[src/rtl/booth_pkg.sv]
// Shared types and sizing helpers for the radix-4 Booth multiplier.
package booth_pkg;

  typedef enum logic [2:0] {ZERO, POS1, POS2, NEG1, NEG2} booth_digit_e;

  localparam int BOOTH_WIDTH_DEF = 16;
  localparam int BOOTH_EXT_W_DEF = 2 * BOOTH_WIDTH_DEF + 2;

  function automatic int booth_npp(input int width);
    return width / 2 + 1;
  endfunction

  function automatic int booth_ext_w(input int width);
    return 2 * width + 2;
  endfunction

  // Overlapping triplet {b[2i+1], b[2i], b[2i-1]} selects the digit.
  function automatic booth_digit_e booth_decode(input logic [2:0] bits);
    case (bits)
      3'b001, 3'b010: return POS1;
      3'b011:         return POS2;
      3'b100:         return NEG2;
      3'b101, 3'b110: return NEG1;
      default:        return ZERO;
    endcase
  endfunction

endpackage

[src/rtl/csa_row.sv]
// Bitwise 3:2 compressor row; the caller aligns carry one column to the left.
module csa_row #(
  parameter int N = 8
) (
  input  logic [N-1:0] i_a,
  input  logic [N-1:0] i_b,
  input  logic [N-1:0] i_c,
  output logic [N-1:0] o_sum,
  output logic [N-1:0] o_carry
);

  assign o_sum   = i_a ^ i_b ^ i_c;
  assign o_carry = (i_a & i_b) | (i_a & i_c) | (i_b & i_c);

endmodule

[src/rtl/booth_mult_pipe.sv]
// Three-stage radix-4 Booth multiplier: recode/PP, carry-save reduction, final add.
module booth_mult_pipe
  import booth_pkg::*;
#(
  parameter int WIDTH = 16,
  parameter int TAG_W = 4
) (
  input  logic               clk,
  input  logic               rst,
  input  logic               in_valid,
  output logic               in_ready,
  input  logic               in_signed,
  input  logic [WIDTH-1:0]   in_a,
  input  logic [WIDTH-1:0]   in_b,
  input  logic [TAG_W-1:0]   in_tag,
  output logic               out_valid,
  input  logic               out_ready,
  output logic [2*WIDTH-1:0] out_p,
  output logic [TAG_W-1:0]   out_tag
);

  localparam int NPP   = booth_npp(WIDTH);
  localparam int EXT_W = booth_ext_w(WIDTH);
  localparam int OPW   = WIDTH + 2;

  logic signed [OPW-1:0]   w_a_ext;
  logic signed [OPW-1:0]   w_b_ext;
  logic signed [EXT_W-1:0] w_a_sx;
  logic [OPW:0]            w_b_pad;
  logic [EXT_W-1:0]        w_pp [NPP];
  logic [EXT_W-1:0]        w_corr;

  logic                    w_ld1, w_ld2, w_ld3;

  logic [EXT_W-1:0]        r_pp_p0 [NPP];
  logic [EXT_W-1:0]        r_corr_p0;
  logic [TAG_W-1:0]        r_tag_p0;
  logic                    r_vld_p0;

  logic [EXT_W-1:0]        w_rows [NPP+1];
  logic [EXT_W-1:0]        w_sum  [NPP];
  logic [EXT_W-1:0]        w_car  [NPP];
  logic [EXT_W-1:0]        w_craw [NPP-1];

  logic [EXT_W-1:0]        r_sum_p1;
  logic [EXT_W-1:0]        r_car_p1;
  logic [TAG_W-1:0]        r_tag_p1;
  logic                    r_vld_p1;

  logic [1:0]              w_cpa_unused;
  logic [2*WIDTH-1:0]      w_cpa;

  logic [2*WIDTH-1:0]      r_p_p2;
  logic [TAG_W-1:0]        r_tag_p2;
  logic                    r_vld_p2;

  // Handshake: each stage loads when upstream is valid and it is empty or draining.
  assign w_ld3    = r_vld_p1 & (~r_vld_p2 | out_ready);
  assign w_ld2    = r_vld_p0 & (~r_vld_p1 | w_ld3);
  assign w_ld1    = in_valid & (~r_vld_p0 | w_ld2);
  assign in_ready = ~r_vld_p0 | w_ld2;

  assign w_a_ext = {{2{in_signed & in_a[WIDTH-1]}}, in_a};
  assign w_b_ext = {{2{in_signed & in_b[WIDTH-1]}}, in_b};
  assign w_a_sx  = {{(EXT_W-OPW){w_a_ext[OPW-1]}}, w_a_ext};
  assign w_b_pad = {w_b_ext, 1'b0};

  // S1: Booth recode; negatives are ~m << 2i with the +1 deferred to the correction row.
  always_comb begin
    booth_digit_e v_dig;
    v_dig  = ZERO;
    w_pp   = '{default: '0};
    w_corr = '0;
    for (int i = 0; i < NPP; i++) begin
      v_dig = booth_decode(w_b_pad[2*i+2 -: 3]);
      case (v_dig)
        POS1:    w_pp[i] = w_a_sx << (2*i);
        POS2:    w_pp[i] = w_a_sx << (2*i+1);
        NEG1:    w_pp[i] = (~w_a_sx) << (2*i);
        NEG2:    w_pp[i] = (~(w_a_sx << 1)) << (2*i);
        default: w_pp[i] = '0;
      endcase
      w_corr[2*i] = (v_dig == NEG1) || (v_dig == NEG2);
    end
  end

  always_ff @(posedge clk or posedge rst) begin
    if (rst) begin
      r_pp_p0   <= '{default: '0};
      r_corr_p0 <= '0;
      r_tag_p0  <= '0;
      r_vld_p0  <= 1'b0;
    end else begin
      if (w_ld1) begin
        r_pp_p0   <= w_pp;
        r_corr_p0 <= w_corr;
        r_tag_p0  <= in_tag;
      end
      if (w_ld1)      r_vld_p0 <= 1'b1;
      else if (w_ld2) r_vld_p0 <= 1'b0;
    end
  end

  // S2: chain of 3:2 rows folds NPP partial products plus the correction row into sum/carry.
  always_comb begin
    for (int i = 0; i < NPP; i++) w_rows[i] = r_pp_p0[i];
    w_rows[NPP] = r_corr_p0;
  end

  assign w_sum[0] = w_rows[0];
  assign w_car[0] = w_rows[1];

  for (genvar k = 0; k < NPP - 1; k++) begin : g_csa
    csa_row #(.N(EXT_W)) u_csa (
      .i_a     (w_sum[k]),
      .i_b     (w_car[k]),
      .i_c     (w_rows[k+2]),
      .o_sum   (w_sum[k+1]),
      .o_carry (w_craw[k])
    );
    assign w_car[k+1] = w_craw[k] << 1;
  end

  always_ff @(posedge clk or posedge rst) begin
    if (rst) begin
      r_sum_p1 <= '0;
      r_car_p1 <= '0;
      r_tag_p1 <= '0;
      r_vld_p1 <= 1'b0;
    end else begin
      if (w_ld2) begin
        r_sum_p1 <= w_sum[NPP-1];
        r_car_p1 <= w_car[NPP-1];
        r_tag_p1 <= r_tag_p0;
      end
      if (w_ld2)      r_vld_p1 <= 1'b1;
      else if (w_ld3) r_vld_p1 <= 1'b0;
    end
  end

  // S3: carry-propagate add; the two guard bits above the product are discarded.
  assign {w_cpa_unused, w_cpa} = r_sum_p1 + r_car_p1;

  always_ff @(posedge clk or posedge rst) begin
    if (rst) begin
      r_p_p2   <= '0;
      r_tag_p2 <= '0;
      r_vld_p2 <= 1'b0;
    end else begin
      if (w_ld3) begin
        r_p_p2   <= w_cpa;
        r_tag_p2 <= r_tag_p1;
      end
      if (w_ld3)          r_vld_p2 <= 1'b1;
      else if (out_ready) r_vld_p2 <= 1'b0;
    end
  end

  assign out_valid = r_vld_p2;
  assign out_p     = r_p_p2;
  assign out_tag   = r_tag_p2;

endmodule
[config.mk]
export PLATFORM = sky130hd
export DESIGN_NAME = booth_mult_pipe
export DESIGN_NICKNAME = d
export VERILOG_FILES = /design/src/rtl/booth_pkg.sv /design/src/rtl/csa_row.sv /design/src/rtl/booth_mult_pipe.sv
export SDC_FILE = /design/constraint.sdc
export NUM_CORES = 1
export LEC_CHECK = 0
export CAP_MARGIN = 15
export CORE_ASPECT_RATIO = 1.4
export CORE_MARGIN = 3
export CORE_UTILIZATION = 34
export CTS_CLUSTER_DIAMETER = 60
export DETAILED_ROUTE_END_ITERATION = 16
export MAX_ROUTING_LAYER = met4
export SLEW_MARGIN = 0
export SYNTH_ARGS = -nofsm -noshare
export SYNTH_HDL_FRONTEND = slang
export SYNTH_SLANG_ARGS = --single-unit
[constraint.sdc]
create_clock -name clk -period 12.75 [get_ports clk]
set_input_delay 1.9125 -clock clk [delete_from_list [all_inputs] [get_ports clk]]
set_output_delay 1.9125 -clock clk [all_outputs]
set_load 0.05 [all_outputs]
==> metrics.md, run 1 <==
| Metric | Value |
|---|---|
| TNS Setup | 0 ns |
| Syn avg cell area | 9.45 um^2 |
| Placed cell areas | 0.0199 mm^2 |
| Clock Sinks | 275 |
| RSZ-0062 raised after global routing | false |
| Port bufs | 78 |
| Main synth FF type | dfrtp_1 |
| Fmax | 185 MHz |
| Via count | 13.8k |
| Crit Path Class | primary input to output pin |
| Crit path from | out_ready |
| TritonCTS Buffers | 29 |
| Residual DRC count | 0 |
| Avg WL per Cell | 18.1 um |
| Maxcap violations | 0 |
| H-tree levels | 1 |
| Worst VDD drop | 0.137 mV |
| First-pass GRT wire length | 78,700 um |
| TritonRoute pass-1 iters | 5 |
| Clock latency on the worst-skew pair | 0.56 ns |
| Die W | 203 um |
| Initial cell density of the core | 34.6% |
| Commonest non-fill, non-tap cell in the layout | nand2_1 |
| Commonest cells after routing, fill and taps aside | 281 x nand2_1, 275 x dfrtp_1, 245 x nor2_1 |
| Mapped Cells | 1,954 |
| Flop2flop setup slack | 7.69 ns |
| CTS tree | yes |
| Post-DP HPWL | 35,200 um |
| Clk_skew | 0.0123 ns |
| CP endpoint kind | output pin |
| Yosys warns | 0 |
| Antenna violations before repair | 1 |
| Worst slew margin | 20.8% |
| CTS clk-pin slew, worst paths | 0.06 ns |
| Layout cells sized above 1 | 8.35% |
| Largest net degree at the start of global routing | 282 |
| Post-cts hold buffer count | 0 |
| Pin slew with the least headroom to its limit | 1.18 ns |
| Synthesized cell area | 0.0185 mm^2 |
| Die area | 0.0572 mm^2 |
| Asr flop ratio synth | 100% |
| Post-route ant nets | 0 |
| Net Count, Synth | 2,207 |
| Worst R2R Path Depth | 11 |
| Synth Register Bits | 275 |
| Power Dens Cells | 277 mW/mm^2 |
| Leakage | 8.94 nW |
| Total I/O pin count | 79 |
| CP Data Required Time | 10.84 ns |
| Die Span Y | 282 um |
| Post-CTS Setup Inserts | 0 |
| Unique masters post-synth | 55 |
| Critical Path Source Type | primary input |
| Drt total wl | 48,400 um |
| Final hold violations | 0 |
| Worst hold endpoint | out_tag[2] |
| Critical path arrival | 3.48 ns |
| GRT Total Usage | 17.4% |
| Fin nets | 2,195 |
| Min cycle time layout | 5.40 ns |
| Sequential area share after synthesis | 37.3% |
| FF-to-FF Start | r_pp_p0[302] |
| Max-slew violations | 0 |
| Final Cycle Share | 42.3% |
| Area Overhead vs Synth | 13.1% |
| Crit Reg-Reg Endpoint | r_sum_p1[30] |
| Global route overflow | 0 |
| DR iter-0 viols | 889 |
| Root Buffer | clkbuf_16 |
| Worst-path fanout max | 4 |
| HP Start | r_tag_p1[2] |
| GP Congestion | 0.945 |
| Row count | 100 |
| Power Total | 5.77 mW |
| Outcome | completed |
| Worst Hold Class | flop to flop |
| CTS resizes | 0 |
| CTS max path bufs | 3 |
| Core box area | 0.0534 mm^2 |
| Via density | 5.13 |
| Final Cell Area | 0.0209 mm^2 |
| Vias in the first global route | 14.2k |
| Final setup fails | 0 |
| Hold Path Stages | 2 |
| Post-synth EDFFs | 0 |
-- worst max-delay path: stages --
cell             delay [ns]
clkdlybuf4s50_1        0.48
nor2b_1                0.06
nand3_1                0.18
clkdlybuf4s50_1        0.85
-- stage by stage --
step	utilization (%)	hold WS, ns	std cells	worst slack [ns]
6_report	39.1	0.472	2679	7.35
5_1_grt	39.1	0.505	2679	7.26
4_1_cts	39.0	0.477	2676	7.34
3_5_place_dp	37.2	0.461	2623	7.35
3_3_place_gp	37.1	0.440	2619	7.37
2_1_floorplan	-	0.433	1954	3.26
-- cell type report --
class | count | area [um^2]
fill | 5225 | 32600
antenna | 1 | 2.50
tap | 714 | 893
timing repair buffer | 121 | 1130
multi-input combinational | 1482 | 10800
sequential | 275 | 6880
clock buffer | 39 | 833
inverter | 33 | 131
clock inverter | 14 | 154
-- per-layer routing --
metal  routed length [um]  GRT usage [%]  part of all wire [%]  up-vias
met5                    0              -                     0        -
met3                 1860           1.55                   3.9      117
met4                 1580           6.06                   3.3        0
met2                25000           31.0                    52      336
li1                     -              -                     -     6587
met1                19900           20.7                    41     6710
-- sequential cells by signal, summed over array words and instances, names as in the netlist --
name and flops:
out_p 32, out_tag 4, out_valid 1, r_car_p1 27, r_corr_p0 9, r_pp_p0 160, r_sum_p1 32, r_tag_p0 4
r_tag_p1 4, r_vld_p0 1, r_vld_p1 1
-- logic make-up (layout without fill, tap and decap cells) --
kind of cell	Yosys count	count (layout)	synth area share [%]
AO/OA/AOI/OAI	450	450	14.7
XOR/XNOR	163	163	7.73
adder cells (fa/ha/maj)	212	212	19.5
buffers and inverters	197	207	4.02
flip-flops	275	275	37.3
multiplexers	62	62	3.78
other	0	1	0
AND/OR/NAND/NOR	595	595	13.0
-- synth_stat cells (2+ instances only) --
library cell,instances,share of area [%]
nand2_1,284,5.8
dfrtp_1,275,37
nor2_1,245,5.0
o21ai_0,220,6.0
clkbuf_1,133,2.7
fa_1,126,14
xnor2_1,121,5.7
a211oi_1,90,3.7
ha_1,86,5.8
mux2_2,62,3.8
a21oi_1,55,1.5
xor2_1,42,2.0
inv_1,33,0.67
buf_1,29,0.59
a221oi_1,16,0.76
nand3_1,14,0.38
nand4_1,10,0.34
nor3_1,10,0.27
a21o_1,9,0.37
a31oi_1,8,0.27
o21ai_1,8,0.22
o31ai_1,8,0.33
nand2b_1,6,0.20
nor2b_1,6,0.20
o21bai_1,6,0.24
o211ai_1,4,0.16
or3_1,4,0.14
or4_1,4,0.16
a22oi_1,3,0.12
and2_1,3,0.10
o22a_1,3,0.14
o31a_1,3,0.14
a2111oi_0,2,0.095
a221o_1,2,0.11
a311oi_1,2,0.095
buf_2,2,0.054
o22ai_1,2,0.068
-- report_power, final --
part	leakage, nW	switching, mW	internal, mW
Clock	0.490	0.368	0.518
Sequential	3.47	0.151	1.12
Combinational	4.98	1.93	1.69
Total	8.94	2.45	3.32
-- worst max-delay path by stage --
| stage | slack (ns) | depth (start not counted) | to |
|---|---|---|---|
| 6_report | 7.35 | 4 | in_ready |
| 5_1_grt | 7.26 | 4 | in_ready |
| 4_1_cts | 7.34 | 4 | in_ready |
| 3_5_place_dp | 7.35 | 4 | in_ready |
| 3_3_place_gp | 7.37 | 4 | in_ready |
| 2_1_floorplan | 3.26 | 1 | out_p[0] |
Power figures use the tool's default switching activity.
==> run 2, diff against run 1 <==
- clock period: 12.75 -> 5.4 ns (I/O delays scaled with it)
==> run 2 against run 1 <==
  * Sequential cell count unchanged
  * Cell area about the same
  * Combinational power up 130%
  * Clock skew up 0.015 ns
  * Global-route usage down 0.13 points
  * Clock power up 130%
  * Critical path depth up 7
  * Via count down 1.6%
  * Count of clock-buffer cells in the layout up 2
  * Setup slack worse by 7.0 ns
  * Final cell count up 0.19%
  * Non-clock buffer count up 5
  * Critical path type is now flop to flop
==> metrics.md, run 2 (same netlist as run 1, synthesis figures left out) <==
| Metric | Value |
|---|---|
| RSZ-0062 raised after global routing | false (unchanged) |
| Antenna violations before repair | 1 (unchanged) |
| CP endpoint kind | flop (was output pin) |
| First-pass GRT wire length | 77,700 um (was 78,700 um) |
| CTS resizes | 0 (unchanged) |
| CTS clk-pin slew, worst paths | 0.07 ns (was 0.06 ns) |
| Max-slew violations | 0 (unchanged) |
| Port bufs | 78 (unchanged) |
| Largest net degree at the start of global routing | 159 (was 282) |
| Via density | 5.04 (was 5.13) |
| Die W | 203 um (unchanged) |
| Via count | 13.5k (was 13.8k) |
| Post-route ant nets | 0 (unchanged) |
| ANT cells | 0 (was 1) |
| Clock Sinks | 275 (unchanged) |
| Global route overflow | 0 (unchanged) |
| Clk_skew | 0.0277 ns (was 0.0123 ns) |
| Residual DRC count | 0 (unchanged) |
| Min cycle time layout | 5.03 ns |
| Crit Path Class | flop to flop (was primary input to output pin) |
| Outcome | completed (unchanged) |
| Critical path arrival | 5.48 ns (was 3.48 ns) |
| GP Congestion | 0.890 (was 0.945) |
| Hold Path Stages | 2 (unchanged) |
| WHS | 0.464 ns (was 0.472 ns) |
| Final hold violations | 0 (unchanged) |
| Power Dens Cells | 646 mW/mm^2 (was 277 mW/mm^2) |
| CTS tree | yes (unchanged) |
| Row count | 100 (unchanged) |
| Multi-input gate area | 0.0108 mm^2 (unchanged) |
| Area Overhead vs Synth | 13.2% (was 13.1%) |
| Maxcap violations | 0 (unchanged) |
| Pin slew with the least headroom to its limit | 1.14 ns (was 1.18 ns) |
| # fillers | 5,289 (was 5,225) |
| Final Cycle Share | 93.2% |
| H-tree levels | 1 (unchanged) |
| Layout cells sized above 1 | 8.38% (was 8.35%) |
| Total I/O pin count | 79 (unchanged) |
| Worst Hold Class | flop to flop (unchanged) |
| Critical Path Source Type | flop (was primary input) |
| Post-CTS Setup Inserts | 0 (unchanged) |
| Seq. cell area | 0.00688 mm^2 (unchanged) |
| Leakage | 8.94 nW (about the same) |
| Core box area | 0.0534 mm^2 (unchanged) |
| Worst-path fanout max | 6 (was 4) |
| Register with the most flip-flops | r_pp_p0 (unchanged) |
| Avg WL per Cell | 17.8 um (was 18.1 um) |
| Worst slew margin | 23.7% (was 20.8%) |
| CP Data Required Time | 5.84 ns (was 10.84 ns) |
| DR iter-0 viols | 648 (was 889) |
| TritonCTS Buffers | 29 (unchanged) |
| Commonest cells after routing, fill and taps aside | 281 x nand2_1, 275 x dfrtp_1, 245 x nor2_1 (unchanged) |
| Commonest non-fill, non-tap cell in the layout | nand2_1 (unchanged) |
| Post-DP HPWL | 35,600 um (was 35,200 um) |
| Fin nets | 2,200 (was 2,195) |
| Die area | 0.0572 mm^2 (unchanged) |
| Worst VDD drop | 0.339 mV (was 0.137 mV) |
| Max reg flops | 160 (unchanged) |
| Post-cts hold buffer count | 0 (unchanged) |
| TNS Setup | 0 ns (unchanged) |
| Clock latency on the worst-skew pair | 0.57 ns (was 0.56 ns) |
| GRT Total Usage | 17.3% (was 17.4%) |
| Fmax | 199 MHz |
| Final setup fails | 0 (unchanged) |
| TritonRoute pass-1 iters | 5 (unchanged) |
| CTS max path bufs | 3 (unchanged) |
| Die Span Y | 282 um (unchanged) |
| Root Buffer | clkbuf_16 (unchanged) |
| Initial cell density of the core | 34.6% (unchanged) |
| Worst R2R Path Depth | 11 (unchanged) |
| Vias in the first global route | 14.0k (was 14.2k) |
| Drt total wl | 47,800 um (was 48,400 um) |
[run 2: cell type report]
class                           instances  area share (%)
Clock inverter                         13           0.617
Clock buffer                           41            3.88
Inverter                               33           0.611
Timing Repair Buffer                  126            5.73
Tap cell                              714            4.28
Sequential cell                       275            32.9
Multi-Input combinational cell       1482            51.9
[run 2: routing by layer]
metal	share of wire [%]	up-vias	wire [um]	track usage, %
met5	0	-	0	-
met4	3.9	0	1850	6.45
met3	3.3	90	1590	1.76
met2	52	263	24700	30.9
met1	41	6602	19600	20.2
li1	-	6579	-	-
[run 2: power by group]
| group | switching, mW | internal (mW) |
|---|---|---|
| Sequential | 0.356 | 2.64 |
| Combinational | 4.52 | 3.98 |
| Clock | 0.865 | 1.14 |
| Total | 5.74 | 7.76 |
[run 2: worst max-delay path, cell delays in order, from the launching register on]
cell and delay [ns]:
dfrtp_1 0.53, fa_1 0.55, fa_1 0.62, fa_1 0.51
fa_1 0.61, fa_1 0.51, fa_1 0.50, inv_1 0.05
fa_1 0.48, inv_1 0.05, ha_1 0.26, mux2_2 0.26
[run 2: stage by stage]
stage / total power [mW] / area (um^2) / setup slack, ns / std cells / utilization (%)
CTS: 13.7 / 20800 / 0.373 / 2679 / 39.0
global placement: 11.2 / 19900 / 0.419 / 2625 / 37.2
floorplan: 9.14 / 18500 / 0.632 / 1954 / -
finish: 13.5 / 20900 / 0.365 / 2684 / 39.1
global route: 15.0 / 20900 / 0.198 / 2684 / 39.1
detailed placement: 11.5 / 19900 / 0.376 / 2625 / 37.2
[run 2: final timing paths]
check,startpoint,to,slack [ns]
max in group asynchronous,rst,r_pp_p0[254],3.69
hold reg to reg,r_tag_p1[3],out_tag[3],0.46
setup reg to reg,r_pp_p0[302],r_sum_p1[30],0.37
setup / recovery,r_pp_p0[302],r_sum_p1[30],0.37
hold / removal,r_tag_p1[3],out_tag[3],0.46
min in group asynchronous,rst,out_p[1],0.62
